--- src/rtl/codemem_loader_pkg.sv ---
// Shared types and sizing for the code memory and its run-time loader.
// Optional checksum build: CODEMEM_LOADER_CHECKSUM_EN adds the GET_CK state.
package codemem_loader_pkg;

  localparam int CODE_ADDR_W = 6;
  localparam int INSTR_W     = 16;
  localparam int USER_BASE   = 32;
  localparam int USER_WORDS  = 32;

  typedef enum logic [2:0] {
    IDLE   = 3'd0,
    GET_HI = 3'd1,
    GET_LO = 3'd2,
    WRITE  = 3'd3,
    FINISH = 3'd4
`ifdef CODEMEM_LOADER_CHECKSUM_EN
    , GET_CK = 3'd5
`endif
  } state_t;

  // A zero length requests the whole user region.
  function automatic logic [CODE_ADDR_W:0] effective_len(input logic [CODE_ADDR_W-1:0] len,
                                                         input int region_words);
    return (len == '0) ? (CODE_ADDR_W+1)'(region_words) : {1'b0, len};
  endfunction

endpackage

--- src/rtl/codemem_loader_byte_pair_assembler.sv ---
// Captures hi/lo stream bytes into one instruction word and, with
// CODEMEM_LOADER_CHECKSUM_EN, keeps the running 8-bit sum of data bytes.
module byte_pair_assembler
  import codemem_loader_pkg::*;
(
  input  logic               clock,
  input  logic               reset,
  input  logic               clear,
  input  logic               hi_en,
  input  logic               lo_en,
  input  logic [7:0]         byte_data,
`ifdef CODEMEM_LOADER_CHECKSUM_EN
  output logic               ck_mismatch,
`endif
  output logic               word_ready,
  output logic [INSTR_W-1:0] word_data
);

  logic [7:0] hi_q;
  logic [7:0] lo_q;

  always_ff @(posedge clock or posedge reset) begin
    if (reset) begin
      hi_q       <= 8'h00;
      lo_q       <= 8'h00;
      word_ready <= 1'b0;
    end else begin
      if (hi_en) hi_q <= byte_data;
      if (lo_en) lo_q <= byte_data;
      word_ready <= lo_en;
    end
  end

  assign word_data = {hi_q, lo_q};

`ifdef CODEMEM_LOADER_CHECKSUM_EN
  logic [7:0] sum_q;
  logic [7:0] sum_with_byte;

  always_ff @(posedge clock or posedge reset) begin
    if (reset)              sum_q <= 8'h00;
    else if (clear)         sum_q <= 8'h00;
    else if (hi_en | lo_en) sum_q <= sum_q + byte_data;
  end

  // The checksum byte is valid when it brings the modular sum back to zero.
  assign sum_with_byte = sum_q + byte_data;
  assign ck_mismatch   = (sum_with_byte != 8'h00);
`else
  logic unused_clear;
  assign unused_clear = clear;
`endif

endmodule

--- src/rtl/codemem_loader.sv ---
// Byte-stream loader for the user region of the code memory; halts the CPU
// while loading. CODEMEM_LOADER_CHECKSUM_EN appends a checksum byte per session.
module codemem_loader
  import codemem_loader_pkg::*;
#(
  parameter int BASE_ADDR    = USER_BASE,
  parameter int REGION_WORDS = USER_WORDS
) (
  input  logic                   clock,
  input  logic                   reset,
  input  logic                   start,
  input  logic [CODE_ADDR_W-1:0] len,
  input  logic                   byte_valid,
  input  logic [7:0]             byte_data,
  output logic                   byte_ready,
  output logic                   mem_we,
  output logic [CODE_ADDR_W-1:0] mem_waddr,
  output logic [INSTR_W-1:0]     mem_wdata,
  output logic                   cpu_halt,
  output logic                   busy,
  output logic                   done,
  output logic                   error,
  output state_t                 dbg_state
);

  // Stream handshake: a byte moves on a rising edge where byte_valid and
  // byte_ready are both high; byte_ready depends only on state, never on byte_valid.

  state_t                 state, state_next;
  logic [CODE_ADDR_W-1:0] addr;
  logic [CODE_ADDR_W:0]   count;
  logic [CODE_ADDR_W:0]   eff_len;
  logic [CODE_ADDR_W:0]   start_len;
  logic                   start_bad;
  logic                   start_acc;
  logic                   last_word;
  logic                   hi_en, lo_en;
  logic                   word_ready;
`ifdef CODEMEM_LOADER_CHECKSUM_EN
  logic                   ck_mismatch;
`endif

  assign start_len = effective_len(len, REGION_WORDS);
  assign start_bad = start_len > (CODE_ADDR_W+1)'(REGION_WORDS);
  assign start_acc = (state == IDLE) && start;
  assign last_word = (count + 1'b1) == eff_len;
  assign hi_en     = (state == GET_HI) && byte_valid;
  assign lo_en     = (state == GET_LO) && byte_valid;

  byte_pair_assembler u_assembler (
    .clock      (clock),
    .reset      (reset),
    .clear      (start_acc),
    .hi_en      (hi_en),
    .lo_en      (lo_en),
    .byte_data  (byte_data),
`ifdef CODEMEM_LOADER_CHECKSUM_EN
    .ck_mismatch(ck_mismatch),
`endif
    .word_ready (word_ready),
    .word_data  (mem_wdata)
  );

  always_ff @(posedge clock or posedge reset) begin
    if (reset) state <= IDLE;
    else       state <= state_next;
  end

  always_comb begin
    state_next = state;
    case (state)
      IDLE:   if (start && !start_bad) state_next = GET_HI;
      GET_HI: if (byte_valid) state_next = GET_LO;
      GET_LO: if (byte_valid) state_next = WRITE;
      WRITE: begin
        if (!last_word)     state_next = GET_HI;
`ifdef CODEMEM_LOADER_CHECKSUM_EN
        else                state_next = GET_CK;
      end
      GET_CK: if (byte_valid) state_next = FINISH;
`else
        else                state_next = FINISH;
      end
`endif
      FINISH: state_next = IDLE;
      default: state_next = IDLE;
    endcase
  end

  always_comb begin
    byte_ready = (state == GET_HI) || (state == GET_LO);
`ifdef CODEMEM_LOADER_CHECKSUM_EN
    if (state == GET_CK) byte_ready = 1'b1;
`endif
    mem_we    = (state == WRITE) && word_ready;
    busy      = (state != IDLE);
    cpu_halt  = busy;
    done      = (state == FINISH) && !error;
    mem_waddr = addr;
    dbg_state = state;
  end

  // The address is held on the final write so it never leaves the region.
  always_ff @(posedge clock or posedge reset) begin
    if (reset) begin
      addr    <= CODE_ADDR_W'(BASE_ADDR);
      count   <= '0;
      eff_len <= '0;
      error   <= 1'b0;
    end else begin
      if (start_acc) begin
        addr    <= CODE_ADDR_W'(BASE_ADDR);
        count   <= '0;
        eff_len <= start_len;
        error   <= start_bad;
      end
      if (state == WRITE) begin
        count <= count + 1'b1;
        if (!last_word) addr <= addr + 1'b1;
      end
`ifdef CODEMEM_LOADER_CHECKSUM_EN
      if ((state == GET_CK) && byte_valid && ck_mismatch) error <= 1'b1;
`endif
    end
  end

endmodule

--- config.mk ---
export PLATFORM = sky130hd
export DESIGN_NAME = codemem_loader
export DESIGN_NICKNAME = d
export VERILOG_FILES = /design/src/rtl/codemem_loader_pkg.sv /design/src/rtl/codemem_loader_byte_pair_assembler.sv /design/src/rtl/codemem_loader.sv
export SDC_FILE = /design/constraint.sdc
export NUM_CORES = 1
export LEC_CHECK = 0
export CAP_MARGIN = 20
export CORE_MARGIN = 5
export CORE_UTILIZATION = 30
export DETAILED_ROUTE_END_ITERATION = 8
export GPL_TIMING_DRIVEN = 0
export PLACE_DENSITY = 0.55
export SLEW_MARGIN = 20
export SYNTH_ARGS = -nofsm -noshare
export SYNTH_HDL_FRONTEND = slang
export SYNTH_SLANG_ARGS = --single-unit
--- constraint.sdc ---
create_clock -name clock -period 2.9 [get_ports clock]
set_clock_uncertainty 0.15 [all_clocks]
set_input_delay 0.58 -clock clock [delete_from_list [all_inputs] [get_ports clock]]
set_output_delay 0.58 -clock clock [all_outputs]
set_load 0.01 [all_outputs]
== Yosys cells after proc, flatten, opt, wreduce, memory -nomap -nowiden ==
Index checks and enable logic that the tools add are counted.
Cells by class
  mux-type cells: 11
  reduce and logical (&&, ||, !) cells: 14
  equal/unequal tests: 8
  $add $sub $neg: 2
  order comparisons: 1
Operator list (number)
  6-bit 2-to-1 mux: 4
  7-bit 2-to-1 mux: 2
  3-bit 2-to-1 mux: 4
  3-bit case mux with 4 select lines: 1
  7-bit by 1-bit adder with 7-bit output (second input constant): 1
  7-bit equality test: 1
  6-bit by 1-bit adder with 6-bit output (second input constant): 1
  3-bit by 2-bit equality test with 1-bit output (second input constant): 2
  6-bit greater-than comparator (second input constant): 1
  1-bit logical AND: 6
  6-bit zero test: 1
  2-bit != test (second input constant): 2
  3-bit by 1-bit equality test with 1-bit output (second input constant): 1
  3-bit equality test (second input constant): 1
  3-bit zero test: 1
  3-bit AND reduction: 1
  3-bit nonzero test: 1
  1-bit zero test: 2
  2-bit by 1-bit != test with 1-bit output (second input constant): 1
  2-bit nonzero test: 1
  1-bit logical OR: 1
Storage, ports and cells
  bits of input ports: 18
  register bits after elaboration: 41
  logic and storage cells: 44

== Logic depth before layout (Yosys ltp) ==
  depth after elaboration: 7
  mapped depth: 7
  depth with buffers taken out: 7

== By module ==
From an unflattened synthesis, not the netlist that was laid out.
Unflattened totals
  cell total of the unflattened synthesis: 183
  area total of the unflattened synthesis: 2000.7 sq um
Modules (own cells, without submodules)
  codemem_loader: cells each 147, area each 1308.8 sq um, instances 1
  byte_pair_assembler: cells each 36, area each 691.9 sq um, instances 1

== Worst setup path before layout ==
Ideal clock, no wire load.
  path type: register -> register
  from: register count[0]
  to: register addr[4] (netlist: mem_waddr[4])
  arrival time: 2008 ps
  period minus slack after synthesis: 2298 ps
  required time: 2610 ps
  stages on the path, launching flop included: 7
  slack: 602 ps
  library setup time: 140 ps
  path through: dfrtp_1 -> nand3_2 -> o21a_1 -> or4_4 -> a2111oi_4 -> or2b_4 -> o221ai_1
On the way
  cells in the longest elaborated chain, start to end: 4
Ends and longest elaborated chain
  start, declared: line codemem_loader.sv:31  | logic [CODE_ADDR_W:0] count;
  start signal, assigned: line codemem_loader.sv:118  | count <= count + 1'b1;
  7-bit by 1-bit adder with 7-bit output: line codemem_loader.sv:46  | assign last_word = (count + 1'b1) == eff_len;
  7-bit equality test: line codemem_loader.sv:46
  6-bit 2-to-1 mux: line codemem_loader.sv:119  | if (!last_word) addr <= addr + 1'b1;
  6-bit 2-to-1 mux: line codemem_loader.sv:117  | if (state == WRITE) begin
  end signal, assigned: line codemem_loader.sv:106  | addr <= CODE_ADDR_W'(BASE_ADDR);
  end signal, assigned: line codemem_loader.sv:112  | addr <= CODE_ADDR_W'(BASE_ADDR);
  end signal, assigned: line codemem_loader.sv:119
  end, declared: line codemem_loader.sv:30  | logic [CODE_ADDR_W-1:0] addr;
Every way passes these cells.
A chain may end at the register's enable or synchronous reset.

== Final worst setup path ==
  from: register state[0] (netlist: dbg_state[0])
  to: output port mem_we
On the way
  cells in the longest elaborated chain, start to end: 2
Ends and longest elaborated chain
  start, declared: line codemem_loader.sv:29  | state_t state, state_next;
  start signal, assigned: line codemem_loader.sv:66  | else state <= state_next;
  3-bit by 2-bit equality test with 1-bit output: line codemem_loader.sv:95  | mem_we = (state == WRITE) && word_ready;
  1-bit logical AND: line codemem_loader.sv:95
  end, declared: line codemem_loader.sv:16  | output logic mem_we,
Every way passes these cells.

==> impl_metrics.tcl <==
set metrics [dict create \
    post-place-ws_ns 0.202 \
    p_leak_nw 1.07 \
    cp-end-kind "output pin" \
    setup_ws_ns 0.169 \
    gr-total-overflow 0 \
    gp_routability_congestion 0.745 \
    yosysSeqAreaShare_pct 52.2 \
    diodes 0 \
    met1_usage_pct 14.2 \
    clock_sinks 40 \
    synth_top_area_share_pct 50.8 \
    cts_setup_buffers 0 \
    critPathRequiredTime_ns 2.17 \
    clock_latency_ns 0.29 \
    worstHoldPathType "reg -> reg" \
    met2_usage_pct 17.1 \
    layout_min_cycle_time_ns 2.73 \
    die_w_um 90.0 \
    swShare_pct 35.9 \
    yosys-top-cells-area "dfrtp_1 51%, mux2_2 9.4%, nand2_1 5.9%" \
    power_frac_seq_pct 37.1 \
    fin_nets 252 \
    final_cell_mix "48 x clkdlybuf4s50_1, 39 x dfrtp_1, 30 x nand2_1, 16 x mux2_2, 12 x o21ai_0" \
    area_growth_pct 36.1 \
    avgSynthCellArea_um2 10.8 \
    asyncSetResetFlopFracSynth_pct 100 \
    setup_tns_ns 0 \
    power_mw 2.60 \
    arrival_ns 2.00 \
    core-area_um2 6280 \
    r2r_setup_slack_ns 0.31 \
    drt-initial-drc-count 61 \
    numCtsBuffers 5 \
    io_buffers 48 \
    crit_chain "clkbuf_1 -> and3b_2 -> and2_1 -> clkdlybuf4s50_1" \
    critPathKind "reg -> out" \
    cap_viol_max_count 0 \
    holdPathEnd "eff_len[0]" \
    worst-slew-pin-transition_ns 0.668 \
    final_util_pct 41.6 \
    clockRootBuffer "clkbuf_8" \
    grt_usage_pct 11.5 \
    peakVddDrop_mv 0.452 \
    crit_fanout 10 \
    min_path_cells 2 \
    synth-edff-count 0 \
    setup-violations-final 0 \
    timing.hold.ws_ns 0.348 \
    grt_pass1_vias 1557 \
    worst_r2r_endpoint "mem_waddr[1]" \
    crit_family "buffers and inverters" \
    hold_viol 0 \
    synth_nets 198 \
    busiest_layer "met2" \
    critical_path_depth 4 \
    rsz0062_at_grt "no" \
    timing.critical_path.buf_inv 2 \
    place_area_um2 2520 \
    die_area_um2 8100 \
    fmax_ghz 0.366 \
    antenna_found_initial 0 \
    dr.pass1.iters 4 \
    p_comb_share_pct 47.8 \
    cp-start-kind "flop" \
    relSlewSlack_pct 55.2 \
    finalMaxSlewViolations 0 \
    grt_max_degree 28 \
    yosys.area.top_type "dfrtp_1" \
    ff2ff_path_depth 6 \
    power_density_nw_per_um2 994 \
    cts.htree.levels 2 \
    synth_seq_cells 40 \
    drive_above_1_share_pct 17.6 \
    cp_slowest_cell "clkdlybuf4s50_1" \
    pin_count 49 \
    die_h_um 90.0 \
    dpl.hpwl_um 3290 \
    rows 29 \
    hold_start "eff_len[0]" \
    mappedNetlistArea_um2 1920 \
    reg2reg_from "count[4]" \
    viasPerCell 4.78 \
    postRouteAntennaNets 0 \
    yosys.cell_types.count 44 \
    stdcell_count 310 \
    drc 0 \
    final_common_cell "clkdlybuf4s50_1" \
    wl_um 4430 \
    clkPwrFrac_pct 15.2 \
    clockBufferDepth 2 \
    dp_cells 304 \
    synth_top_flop_cell "dfrtp_1" \
    p_sw_uw 933 \
    route.vias.total 1481 \
    status "completed" \
    clk_pin_slew_ns 0.08 \
    start_util_pct 30.6 \
    fin_area_um2 2610 \
    p_int_mw 1.67 \
    period_share_pct 94.2 \
    synth_warnings 0 \
    cts_tree "built" \
    wl_per_cell_um 14.3 \
    synth_cells 178 \
    critPathMaxStageDelay_ns 0.53 \
    met3_usage_pct 6.76 \
    grt_pass1_wl_um 7700 \
]
## flip-flops by register name, indices dropped and copies added, names as in the netlist
| signal | flops |
|---|---|
| u_assembler.hi_q | 8 |
| u_assembler.lo_q | 8 |
| count | 7 |
| eff_len | 6 |
| mem_waddr | 6 |
| dbg_state | 3 |
| error | 1 |
| u_assembler.word_ready | 1 |
## power groups by stage
stage	Combinational (mW)	Sequential [mW]	Clock, mW
2_1_floorplan	0.627	1.02	0
3_3_place_gp	1.27	0.954	0
3_5_place_dp	1.27	0.959	0
4_1_cts	1.28	0.954	0.410
5_1_grt	1.37	1.00	0.438
6_report	1.24	0.963	0.394
## metal layers
metal / routed length [um] / vias up
met3: 496 / 5
met1: 1900 / 706
met5: 0 / -
met2: 1980 / 44
li1: - / 726
met4: 52 / 0
## tightest hold or removal path, stage by stage (launching register included)
cell	delay, ns
dfrtp_1	0.36
nand2_1	0.06
nand2_1	0.05
## worst max path at each step
stage / start / end / slack (ns)
finish: dbg_state[0] / mem_we / 0.17
global route: dbg_state[0] / mem_we / 0.008
CTS: dbg_state[1] / mem_we / 0.11
detailed placement: dbg_state[1] / mem_we / 0.20
global placement: byte_valid / u_assembler.hi_q[6] / 0.06
floorplan: count[0] / mem_waddr[4] / 0.60
## cell usage after synthesis (2+ instances only)
cell type,n
dfrtp_1,39
nand2_1,30
mux2_2,16
o21ai_0,12
clkbuf_1,7
nor2_1,7
inv_1,5
xnor2_1,5
xor2_1,5
a21oi_1,3
nand3_1,3
nand3b_1,3
nor3_1,3
a211oi_1,2
and2_1,2
ha_1,2
mux2i_1,2
nand2b_1,2
nand4_1,2
nor3b_1,2
o221ai_1,2
or4_2,2
## kinds of logic (layout without fill, tap and decap cells)
kind of cell / Yosys count / after routing / synth area share (%)
adders and majority gates: 2 / 2 / 1.30
AOI/OAI and AO/OA: 29 / 29 / 10.9
muxes: 18 / 18 / 10.4
and+or+nand+nor: 65 / 65 / 17.7
buffers and inverters: 14 / 69 / 2.93
xor gates and xnor gates: 10 / 10 / 4.56
DFF: 40 / 40 / 52.2
## what timing repair did
action | in CTS | in global routing
hold buffers | 0 | 0
endpoints found under the setup margin | 1 | 1
gates resized for setup | 1 | 0
## area by class of cell
type,instances,area [um2]
buffer,7,30.0
clock inverter,2,15.0
timing repair buffer,49,500
tap,77,96.3
sequential,40,1000
clock buffer,6,82.6
fill,611,3660
inverter,5,18.8
multi-input combinational,124,868
No activity file was read; power rests on OpenSTA's default activity.
